File: src/rtl/vga_timing_generator.sv
// VGA raster timing: free-running h/v counters exposed to the renderers as x/y,
// with sync/blank/colour pins delayed to line up with the renderer pipeline.
module vga_timing_generator #(
  parameter int H_VISIBLE  = 640,
  parameter int H_FRONT    = 16,
  parameter int H_SYNC     = 96,
  parameter int H_BACK     = 48,
  parameter int V_VISIBLE  = 480,
  parameter int V_FRONT    = 10,
  parameter int V_SYNC     = 2,
  parameter int V_BACK     = 33,
  parameter int PIPE_DELAY = 2
) (
  input  logic       vga_clk,
  input  logic       rst_n,
  input  logic [7:0] pixel_color,
  output logic [9:0] x,
  output logic [9:0] y,
  output logic       video_on,
  output logic       frame_start,
  output logic       vga_hs,
  output logic       vga_vs,
  output logic [7:0] vga_r,
  output logic [7:0] vga_g,
  output logic [7:0] vga_b,
  output logic       vga_blank_n,
  output logic       vga_sync_n
);

  localparam int H_TOTAL = H_VISIBLE + H_FRONT + H_SYNC + H_BACK;
  localparam int V_TOTAL = V_VISIBLE + V_FRONT + V_SYNC + V_BACK;

  localparam logic [9:0] H_MAX      = 10'(H_TOTAL - 1);
  localparam logic [9:0] V_MAX      = 10'(V_TOTAL - 1);
  localparam logic [9:0] H_VIS      = 10'(H_VISIBLE);
  localparam logic [9:0] V_VIS      = 10'(V_VISIBLE);
  localparam logic [9:0] HS_START   = 10'(H_VISIBLE + H_FRONT);
  localparam logic [9:0] HS_END     = 10'(H_VISIBLE + H_FRONT + H_SYNC);
  localparam logic [9:0] VS_START   = 10'(V_VISIBLE + V_FRONT);
  localparam logic [9:0] VS_END     = 10'(V_VISIBLE + V_FRONT + V_SYNC);

  // Control bundle order: {hsync, vsync, video_on}; idle = syncs high, blanked.
  localparam logic [2:0] CTL_IDLE = 3'b110;

  logic [9:0] h_cnt;
  logic [9:0] v_cnt;
  logic       h_last;
  logic       v_last;
  logic       hs_raw;
  logic       vs_raw;
  logic       von_raw;
  logic [2:0] raw_ctl;
  logic [2:0] dly_ctl;

  assign h_last = (h_cnt == H_MAX);
  assign v_last = (v_cnt == V_MAX);

  // Horizontal counter advances every clock; vertical advances at end of line.
  always_ff @(posedge vga_clk) begin
    if (!rst_n) begin
      h_cnt <= '0;
      v_cnt <= '0;
    end else if (h_last) begin
      h_cnt <= '0;
      v_cnt <= v_last ? '0 : v_cnt + 10'd1;
    end else begin
      h_cnt <= h_cnt + 10'd1;
    end
  end

  assign hs_raw  = !((h_cnt >= HS_START) && (h_cnt < HS_END));
  assign vs_raw  = !((v_cnt >= VS_START) && (v_cnt < VS_END));
  assign von_raw = (h_cnt < H_VIS) && (v_cnt < V_VIS);
  assign raw_ctl = {hs_raw, vs_raw, von_raw};

  assign x           = h_cnt;
  assign y           = v_cnt;
  assign video_on    = von_raw;
  assign frame_start = (h_cnt == '0) && (v_cnt == '0);
  assign vga_sync_n  = 1'b0;

  generate
    if (PIPE_DELAY == 0) begin : g_nodly
      assign dly_ctl = raw_ctl;
    end else begin : g_dly
      logic [2:0] stage [PIPE_DELAY];

      // Delay line matching renderer latency; cleared to idle so no stale sync leaks out.
      always_ff @(posedge vga_clk) begin
        if (!rst_n) begin
          stage <= '{default: CTL_IDLE};
        end else begin
          stage[0] <= raw_ctl;
          for (int unsigned i = 1; i < PIPE_DELAY; i++) begin
            stage[i] <= stage[i-1];
          end
        end
      end

      assign dly_ctl = stage[PIPE_DELAY-1];
    end
  endgenerate

  // Pin register: sync, blank and expanded colour all captured on the same edge.
  always_ff @(posedge vga_clk) begin
    if (!rst_n) begin
      vga_hs      <= 1'b1;
      vga_vs      <= 1'b1;
      vga_blank_n <= 1'b0;
      vga_r       <= '0;
      vga_g       <= '0;
      vga_b       <= '0;
    end else begin
      vga_hs      <= dly_ctl[2];
      vga_vs      <= dly_ctl[1];
      vga_blank_n <= dly_ctl[0];
      if (dly_ctl[0]) begin
        vga_r <= {pixel_color[7:5], pixel_color[7:5], pixel_color[7:6]};
        vga_g <= {pixel_color[4:2], pixel_color[4:2], pixel_color[4:3]};
        vga_b <= {pixel_color[1:0], pixel_color[1:0], pixel_color[1:0], pixel_color[1:0]};
      end else begin
        vga_r <= '0;
        vga_g <= '0;
        vga_b <= '0;
      end
    end
  end

endmodule
File: config.mk
export PLATFORM = sky130hd
export DESIGN_NAME = vga_timing_generator
export DESIGN_NICKNAME = d
export VERILOG_FILES = /design/src/rtl/vga_timing_generator.sv
export SDC_FILE = /design/constraint.sdc
export NUM_CORES = 1
export LEC_CHECK = 0
export CAP_MARGIN = 20
export CORE_ASPECT_RATIO = 1.1
export CORE_UTILIZATION = 40
export DETAILED_ROUTE_END_ITERATION = 10
export GPL_TIMING_DRIVEN = 0
export PLACE_DENSITY = 0.82
export SLEW_MARGIN = 30
export SYNTH_ARGS = -nofsm -noshare
export SYNTH_HDL_FRONTEND = slang
export SYNTH_SLANG_ARGS = --single-unit
File: constraint.sdc
create_clock -name vga_clk -period 2.2 [get_ports vga_clk]
set_input_delay 0.44 -clock vga_clk [delete_from_list [all_inputs] [get_ports vga_clk]]
set_output_delay 0.44 -clock vga_clk [all_outputs]
set_load 0.005 [all_outputs]
==> run metrics <==
status=finished clean; Post-CTS Setup Inserts=0; DR DRC count=0; worst slack, placed=-0.1744 ns; die width=64.01 um; dpl cell area=roughly 0.0023 mm^2; first-pass GRT wire length=5934 um; most common cell in the netlist=dfxtp_1; syn avg cell area=9.398 um^2; top post-synthesis cells by count=dfxtp_1 (37), buf_4 (17), and3_1 (13); CP arrival=1.70 ns; final WL=3545 um; WS Path Type=flop to primary output; final instance area=0.002466 mm^2; worst hold path startpoint=g_dly.stage[4]$_SDFF_PN1_; Syn Std Cell Area=0.001692 mm^2; Core Footprint=0.003994 mm^2; max-cap violations=0; Die ar.=0.004493 mm^2; hold slack final=0.4106 ns; final period utilization=0.9705; Yosys top cell area share=0.4379; Via density=4.842; drt pass-1 iters=4; grt ovf=0; Pwr Total=about 1.3 mW; syn nets=195; ys async rst share=0; vias in the first global route=between 1000 and 1500; Critical Path RT=1.76 ns; post-route clock skew=about 0.0094 ns; CP startpoint=x[5]$_SDFF_PP0_; Post-synth EDFFs=0; fin cells=297; Ports=60; pwr/cell area=about 520 mW/mm^2; DPL Wire Length=2555 um; DR WL/cell=11.94 um; Total GRT Usage=0.1667; leading area contributor after synthesis=dfxtp_1; fin nets=259; antenna fix cells=0; TNS Setup=0 ns; Final Wtd Congestion=0.8475; Clock transition at path regs=0.08 ns; Final setup viols=0; fin crit period=2.135 ns; main flop type after synthesis=dfxtp_1; share of cells above drive strength 1=0.1714; worst setup margin=0.06490 ns; number of synthesis warnings=0; Worst IR Drop VDD=397.2 uV; Buffers on Ports=58; Clk Tree Root Cell=clkbuf_8; CP max FO=8; Placed Cells=290; antenna violations before repair=0; Worst R2R Start=x[0]$_SDFF_PP0_; Yosys reg bits=37; TritonCTS buffer count=5; # rows=24; Iteration-0 DRC Markers=53; TritonCTS clock tree=done; worst skew pair latency=0.29 ns; final hold vios=0; Clock Path Buffers=2; sequential fraction of the synthesis area=0.4379; hold crit path type=flop to flop; fin util=0.6175; FMAX=468.4 MHz; crit path launch type=flop; largest net degree at the start of global routing=13; Die Ht=70.21 um; clock sinks=37; leak pwr=0.9785 nW; Area contributors post-synth=dfxtp_1 (44%), buf_4 (7.5%), and3_1 (4.8%), xnor2_1 (4.1%), ha_1 (3.7%); Area growth, synth to finish=45.78%; antenna-violating nets left=0; Max Slew Vio Count=0; via count=1438; Cells after Synth=180; Worst Setup End Kind=primary output; Synth cell types=39; CTS HTree Levels=2; initial cell density of the core=0.4236
## where the power goes
group	internal (mW)	switching [mW]
logic	0.0666	0.0331
clock network	0.254	0.237
registers	0.681	0.0127
## cell type report
cell class / instances / area, um^2
Multi-Input combinational cell: 114 / 810.8
Tap cell: 52 / 65.06
Buffer: 23 / 153.9
Fill cell: 336 / 1528
Clock inverter: 2 / 13.76
Inverter: 5 / 18.77
Clock buffer: 6 / 82.58
Timing Repair Buffer: 58 / 578.1
Sequential cell: 37 / 743.2
## sequential cells by signal (all words and copies together) (netlist names)
signal	flops
vga_g	3
vga_hs	1
x	10
vga_b	2
y	10
vga_blank_n	1
vga_r	3
dly_ctl	3
vga_vs	1
g_dly.stage	3
## per-layer routing
metal | GRT usage | wire length [um]
met1 | 0.2018 | 1507
met2 | 0.2754 | 1703
met3 | 0.05556 | 294
met4 | 0.05303 | 40
met5 | 0 | 0
## path summary, 6_finish.rpt
| path | endpoint | slack (ns) | cells past startpoint |
|---|---|---|---|
| worst min-delay path | dly_ctl[1]$_SDFF_PN1_ | 0.41 | 1 |
| worst max register to register | y[7]$_SDFFE_PN0N_ | 0.20 | 5 |
| worst min register to register | dly_ctl[1]$_SDFF_PN1_ | 0.41 | 1 |
| worst max-delay path | frame_start | 0.06 | 5 |
## cell families after synthesis
| logic type | count (synthesis) | synth area share |
|---|---|---|
| and+or+nand+nor | 84 | 0.3010 |
| DFF | 37 | 0.4379 |
| buffers and inverters | 29 | 0.1050 |
| xor gates and xnor gates | 14 | 0.07249 |
| AOI/OAI and AO/OA | 9 | 0.03847 |
| adders and majority gates | 5 | 0.03698 |
| other | 1 | 0.002217 |
| muxes | 1 | 0.005917 |
## timing repair
| action | 4_1_cts | 5_1_grt |
|---|---|---|
| hold buffers | 0 | 0 |
| pin swaps | 1 | 1 |
| gates resized for setup | 6 | 5 |
| setup endpoints to repair | 2 | 1 |
## critical path: stages (launching register included)
cell and delay (ns):
dfxtp_2 0.36, or2_4 0.30, nor3_1 0.13, nand4_1 0.15, nor4_2 0.19, dlygate4sd2_1 0.27
## layout by cell type (no fill, tap or decap), drive strengths merged, types with 4 or more instances in the layout
cell type | synthesis | routed
xnor2 | 8 | 8
nand2b | 5 | 5
buf | 19 | 19
clkbuf | 5 | 10
ha | 5 | 5
nor3 | 4 | 4
dfxtp | 37 | 37
and2 | 7 | 7
nand4 | 6 | 6
xor2 | 6 | 6
nand3 | 7 | 7
and3 | 13 | 13
nor2 | 11 | 11
inv | 5 | 5
nor4 | 7 | 7
clkdlybuf4s50 | 0 | 56
nand2 | 9 | 9
(Power assumes the default switching activity.)
